==> src/rtl/gsim_rhs_gen.sv <==
// Forward model for the Gauss-Seidel solver: receives a 16-element x frame,
// computes b = A*x for the fixed banded matrix one row per cycle, then streams b out.
module gsim_rhs_gen (
  input  logic               clk,
  input  logic               reset,
  input  logic               in_en,
  input  logic signed [31:0] x_in,
  output logic               busy,
  output logic               out_valid,
  output logic signed [37:0] b_out,
  output logic signed [15:0] b_sat
);

  typedef enum logic [1:0] {S_RECEIVE, S_CALC, S_SEND} state_t;

  state_t             state_q, state_d;
  logic [3:0]         cnt_q, cnt_d;
  logic signed [31:0] x_buf   [16];
  logic signed [37:0] res_buf [16];

  logic [4:0]         nidx [7];
  logic signed [37:0] xn   [7];
  logic signed [37:0] s1, s2, s3, row_val;
  logic signed [21:0] r;

  // Window x_{cnt-3}..x_{cnt+3}; bit 4 of the 5-bit index flags an out-of-range neighbour.
  always_comb begin
    for (int k = 0; k < 7; k++) begin
      nidx[k] = {1'b0, cnt_q} + 5'(k) - 5'd3;
      xn[k]   = nidx[k][4] ? '0 : {{6{x_buf[nidx[k][3:0]][31]}}, x_buf[nidx[k][3:0]]};
    end
    s1      = xn[2] + xn[4];
    s2      = xn[1] + xn[5];
    s3      = xn[0] + xn[6];
    row_val = (xn[3] <<< 4) + (xn[3] <<< 2)
            - ((s1 <<< 3) + (s1 <<< 2) + s1)
            + (s2 <<< 2) + (s2 <<< 1)
            - s3;
  end

  always_ff @(posedge clk or posedge reset) begin
    if (reset) begin
      state_q <= S_RECEIVE;
      cnt_q   <= '0;
    end else begin
      // NOTE: sequential state uses non-blocking assignments so every flop samples pre-edge values.
      state_q <= state_d;
      cnt_q   <= cnt_d;
    end
  end

  // NOTE: the buffers carry no reset; every entry is rewritten before it is read.
  always_ff @(posedge clk) begin
    if (state_q == S_RECEIVE && in_en) x_buf[cnt_q] <= x_in;
    if (state_q == S_CALC)             res_buf[cnt_q] <= row_val;
  end

  // NOTE: every output of this block gets a default first, so no latch can be inferred.
  always_comb begin
    state_d   = state_q;
    cnt_d     = cnt_q;
    busy      = 1'b0;
    out_valid = 1'b0;
    b_out     = '0;
    case (state_q)
      S_RECEIVE: begin
        if (in_en) begin
          cnt_d = cnt_q + 4'd1;
          if (cnt_q == 4'd15) state_d = S_CALC;
        end
      end
      S_CALC: begin
        busy  = 1'b1;
        cnt_d = cnt_q + 4'd1;
        if (cnt_q == 4'd15) state_d = S_SEND;
      end
      S_SEND: begin
        busy      = 1'b1;
        out_valid = 1'b1;
        b_out     = res_buf[cnt_q];
        cnt_d     = cnt_q + 4'd1;
        if (cnt_q == 4'd15) state_d = S_RECEIVE;
      end
      default: begin
        state_d = S_RECEIVE;
        cnt_d   = '0;
      end
    endcase
  end

  // Round half-up to integer, then clamp to the solver's 16-bit b_in range.
  always_comb begin
    r = 22'((b_out + 38'sh8000) >>> 16);
    if (r > 22'sd32767)       b_sat = 16'sh7FFF;
    else if (r < -22'sd32768) b_sat = 16'sh8000;
    else                      b_sat = r[15:0];
  end

endmodule

==> config.mk <==
export PLATFORM = sky130hd
export DESIGN_NAME = gsim_rhs_gen
export DESIGN_NICKNAME = d
export VERILOG_FILES = /design/src/rtl/gsim_rhs_gen.sv
export SDC_FILE = /design/constraint.sdc
export NUM_CORES = 2
export LEC_CHECK = 0
export ABC_AREA = 0
export CAP_MARGIN = 15
export CELL_PAD_IN_SITES_DETAIL_PLACEMENT = 1
export CELL_PAD_IN_SITES_GLOBAL_PLACEMENT = 1
export CORE_AREA = 2 2 378 380
export DETAILED_ROUTE_END_ITERATION = 10
export DIE_AREA = 0 0 380 382
export GPL_ROUTABILITY_DRIVEN = 0
export PLACE_DENSITY = 0.77
export SETUP_SLACK_MARGIN = 0.5
export SYNTH_ARGS = -nofsm -noshare
export SYNTH_HDL_FRONTEND = slang
export SYNTH_SLANG_ARGS = --single-unit
export TNS_END_PERCENT = 30
==> constraint.sdc <==
create_clock -name clk -period 22 [get_ports clk]
set_input_delay 5.5 -clock clk [delete_from_list [all_inputs] [get_ports clk]]
set_output_delay 5.5 -clock clk [all_outputs]
set_load 0.05 [all_outputs]
==> impl_metrics.ini <==
[cts]
cts_max_level = 3
cts_tree = yes
cts_buffers = 118
clk_pin_slew_worst_paths_ps = 60
clockRootBuffer = clkbuf_16
insertion_delay_ps = 790
post_cts_buffers = 0
cts_buffer_depth = 3
cts_resized = 0
cts_hold_buf = 0
clock_sinks = 1126

[die]
core_area_sq_mm = 0.141
die-area_sq_mm = 0.145
die_h_microns = 382
start_util = 0.499
die_w_microns = 380
rows = 138
ios = 91

[detailed_routing]
first_pass_iters = 6
drtIter0Drc = 5726
drc = 0
via_per_inst = 6.94
routedWlPerCell_microns = 34.2
wl_mm = 229
antenna_left = 0
dr_total_vias = 46400

[worst_hold_path]
min_path_type = reg -> reg
hold_end = state_q[0]
worstHoldPathCells = 1
worstHoldStart = state_q[0]

[run]
max-cap-violations = 0

[yosys]
syn-instance-count = 4665
synth.avg_cell_area_sq_um = 15.1
seq_area_frac_synth = 0.480
synth_top_area_frac = 0.478
synth_edf_count = 1120
synth_nets = 5063
yosysUniqueCellTypes = 99
synth_top_cell_by_area = edfxtp_1
syn_area_sq_mm = 0.0703
synth-async-reset-ratio = 0.00533
ys_ff_latch = 1126
yosys_warnings = 0
yosysMostFrequentCell = edfxtp_1
synth_common_cells = 1120 x edfxtp_1, 599 x mux4_2, 305 x inv_1
synth_ff_type = edfxtp_1
synth_top_cells_by_area = edfxtp_1 48%, mux4_2 19%, fa_1 6.6%

[sta]
clock.fmax_mhz = 70.5
rsz0062_at_grt = false
hold_viol = 0
finalMaxSlewViolations = 0
finalCriticalPeriod_ps = 14190
fin_crit_sh = 0.645
slew_headroom = 0.204
fin_skew_ps = 46.0
tightest_slew_ps = 1180
finalSetupViolations = 0
finalSetupTns_ps = 0

[worst_setup_path]
cp_top_family = compound AO/OA/AOI/OAI gates
rrSetupSlack_ps = 7810
max_stage_delay_ps = 900
startpoint_type = register
cp_max_fo = 58
reg2regPathDepth = 35
critPathRequiredTime_ps = 22410
reg2reg_to = res_buf[12][35]
slowest_stage = buf_4
crit_type = reg -> reg
endpoint_kind = register
path_buf_inv = 7
worst_ep_arrival_time_ps = 14600
r2r_start = cnt_q[0]

[global_route]
overflow = 0
grt_max_degree = 126
grt_pass1_vias = 48100
grt_antenna_before_repair = 8
grt_pass1_wl_mm = 333
grtUsageTotal = 0.314

[placement]
place.port_buffers = 90
dpl.hpwl_mm = 141

[finish]
area_growth_pct = 9.82
final_nets = 5090
drive_gt1_frac = 0.232
filler_cell_count = 13300

[outcome]
status = complete, no violations
-- flip-flops by register name, indices dropped and copies added, names as in the netlist --
signal   cells
x_buf      512
cnt_q        4
res_buf    608
state_q      2
-- metal layers --
layer	wire [microns]	global-route usage	up-vias
met3	23800	0.0656	550
met1	88300	0.430	24600
li1	-	-	18500
met2	108000	0.496	2773
met4	9030	0.123	8
met5	54	0	-
-- cell usage in the layout (no fill, tap or decap), types with 14 or more instances in the layout --
| master | count |
|---|---|
| inv_1 | 305 |
| clkinv_2 | 31 |
| a221oi_1 | 35 |
| o21a_1 | 15 |
| ha_1 | 129 |
| and3_1 | 18 |
| nor2_4 | 32 |
| o211ai_1 | 14 |
| a21o_1 | 45 |
| buf_4 | 123 |
| o21ai_0 | 89 |
| clkbuf_1 | 25 |
| nand3_1 | 18 |
| clkinv_1 | 22 |
| a21oi_1 | 184 |
| mux2_2 | 87 |
| a311oi_1 | 14 |
| mux2i_1 | 222 |
| clkdlybuf4s50_1 | 90 |
| xor2_1 | 37 |
| o221a_2 | 25 |
| nand2b_1 | 17 |
| nor2_1 | 148 |
| and2_1 | 93 |
| nor2b_1 | 64 |
| a211oi_1 | 210 |
| edfxtp_1 | 1120 |
| o21bai_1 | 17 |
| o22ai_1 | 38 |
| clkbuf_16 | 120 |
| xnor2_1 | 90 |
| nand2_1 | 242 |
| mux4_2 | 599 |
| mux4_1 | 26 |
| fa_1 | 231 |
-- metrics by stage --
stage	std cells	setup WS [ps]	cell area [sq um]	hold slack, ps	utilization
final	6685	7810	77200	609	0.548
after floorplan	4665	11160	70300	512	-
after CTS	6678	7830	77200	600	0.548
after global placement	6458	8320	73400	549	0.521
after global routing	6684	6900	77200	622	0.548
after detailed placement	6459	7940	73400	582	0.521
-- cell families (layout without fill, tap and decap cells) --
group,after synthesis,count (layout),share of synthesized area
buf+inv,619,745,0.0395
flops,1126,1126,0.480
simple gates,706,706,0.0486
fa+ha+maj,367,367,0.0898
mux,935,935,0.247
compound gates,768,768,0.0756
other cells,0,4,0
xor+xnor,144,144,0.0186
-- layout make-up --
cell class	count	area (sq um)	area share
diodes	4	10.0	0.000130
clock buffers	145	3100	0.0401
clock inverters	74	698	0.00904
inverters	310	1170	0.0152
multi-input cells	2920	34200	0.443
flip-flops and latches	1126	33800	0.438
well taps	1890	2360	0.0306
repair buffers	216	1870	0.0242
-- worst max path at each step --
stage                     startpoint              end  slack (ps)  cells past startpoint
after floorplan           state_q[0]         b_sat[1]       11160                     15
after global placement      cnt_q[0]  res_buf[14][35]        8320                     35
after detailed placement    cnt_q[0]  res_buf[12][35]        7940                     35
after CTS                   cnt_q[0]  res_buf[12][35]        7830                     35
after global routing        cnt_q[0]   res_buf[7][35]        6900                     35
final                       cnt_q[0]  res_buf[12][35]        7810                     35
Power is not shown: default switching activity piles up to over one toggle a cycle in this logic, so the estimate is an artifact.
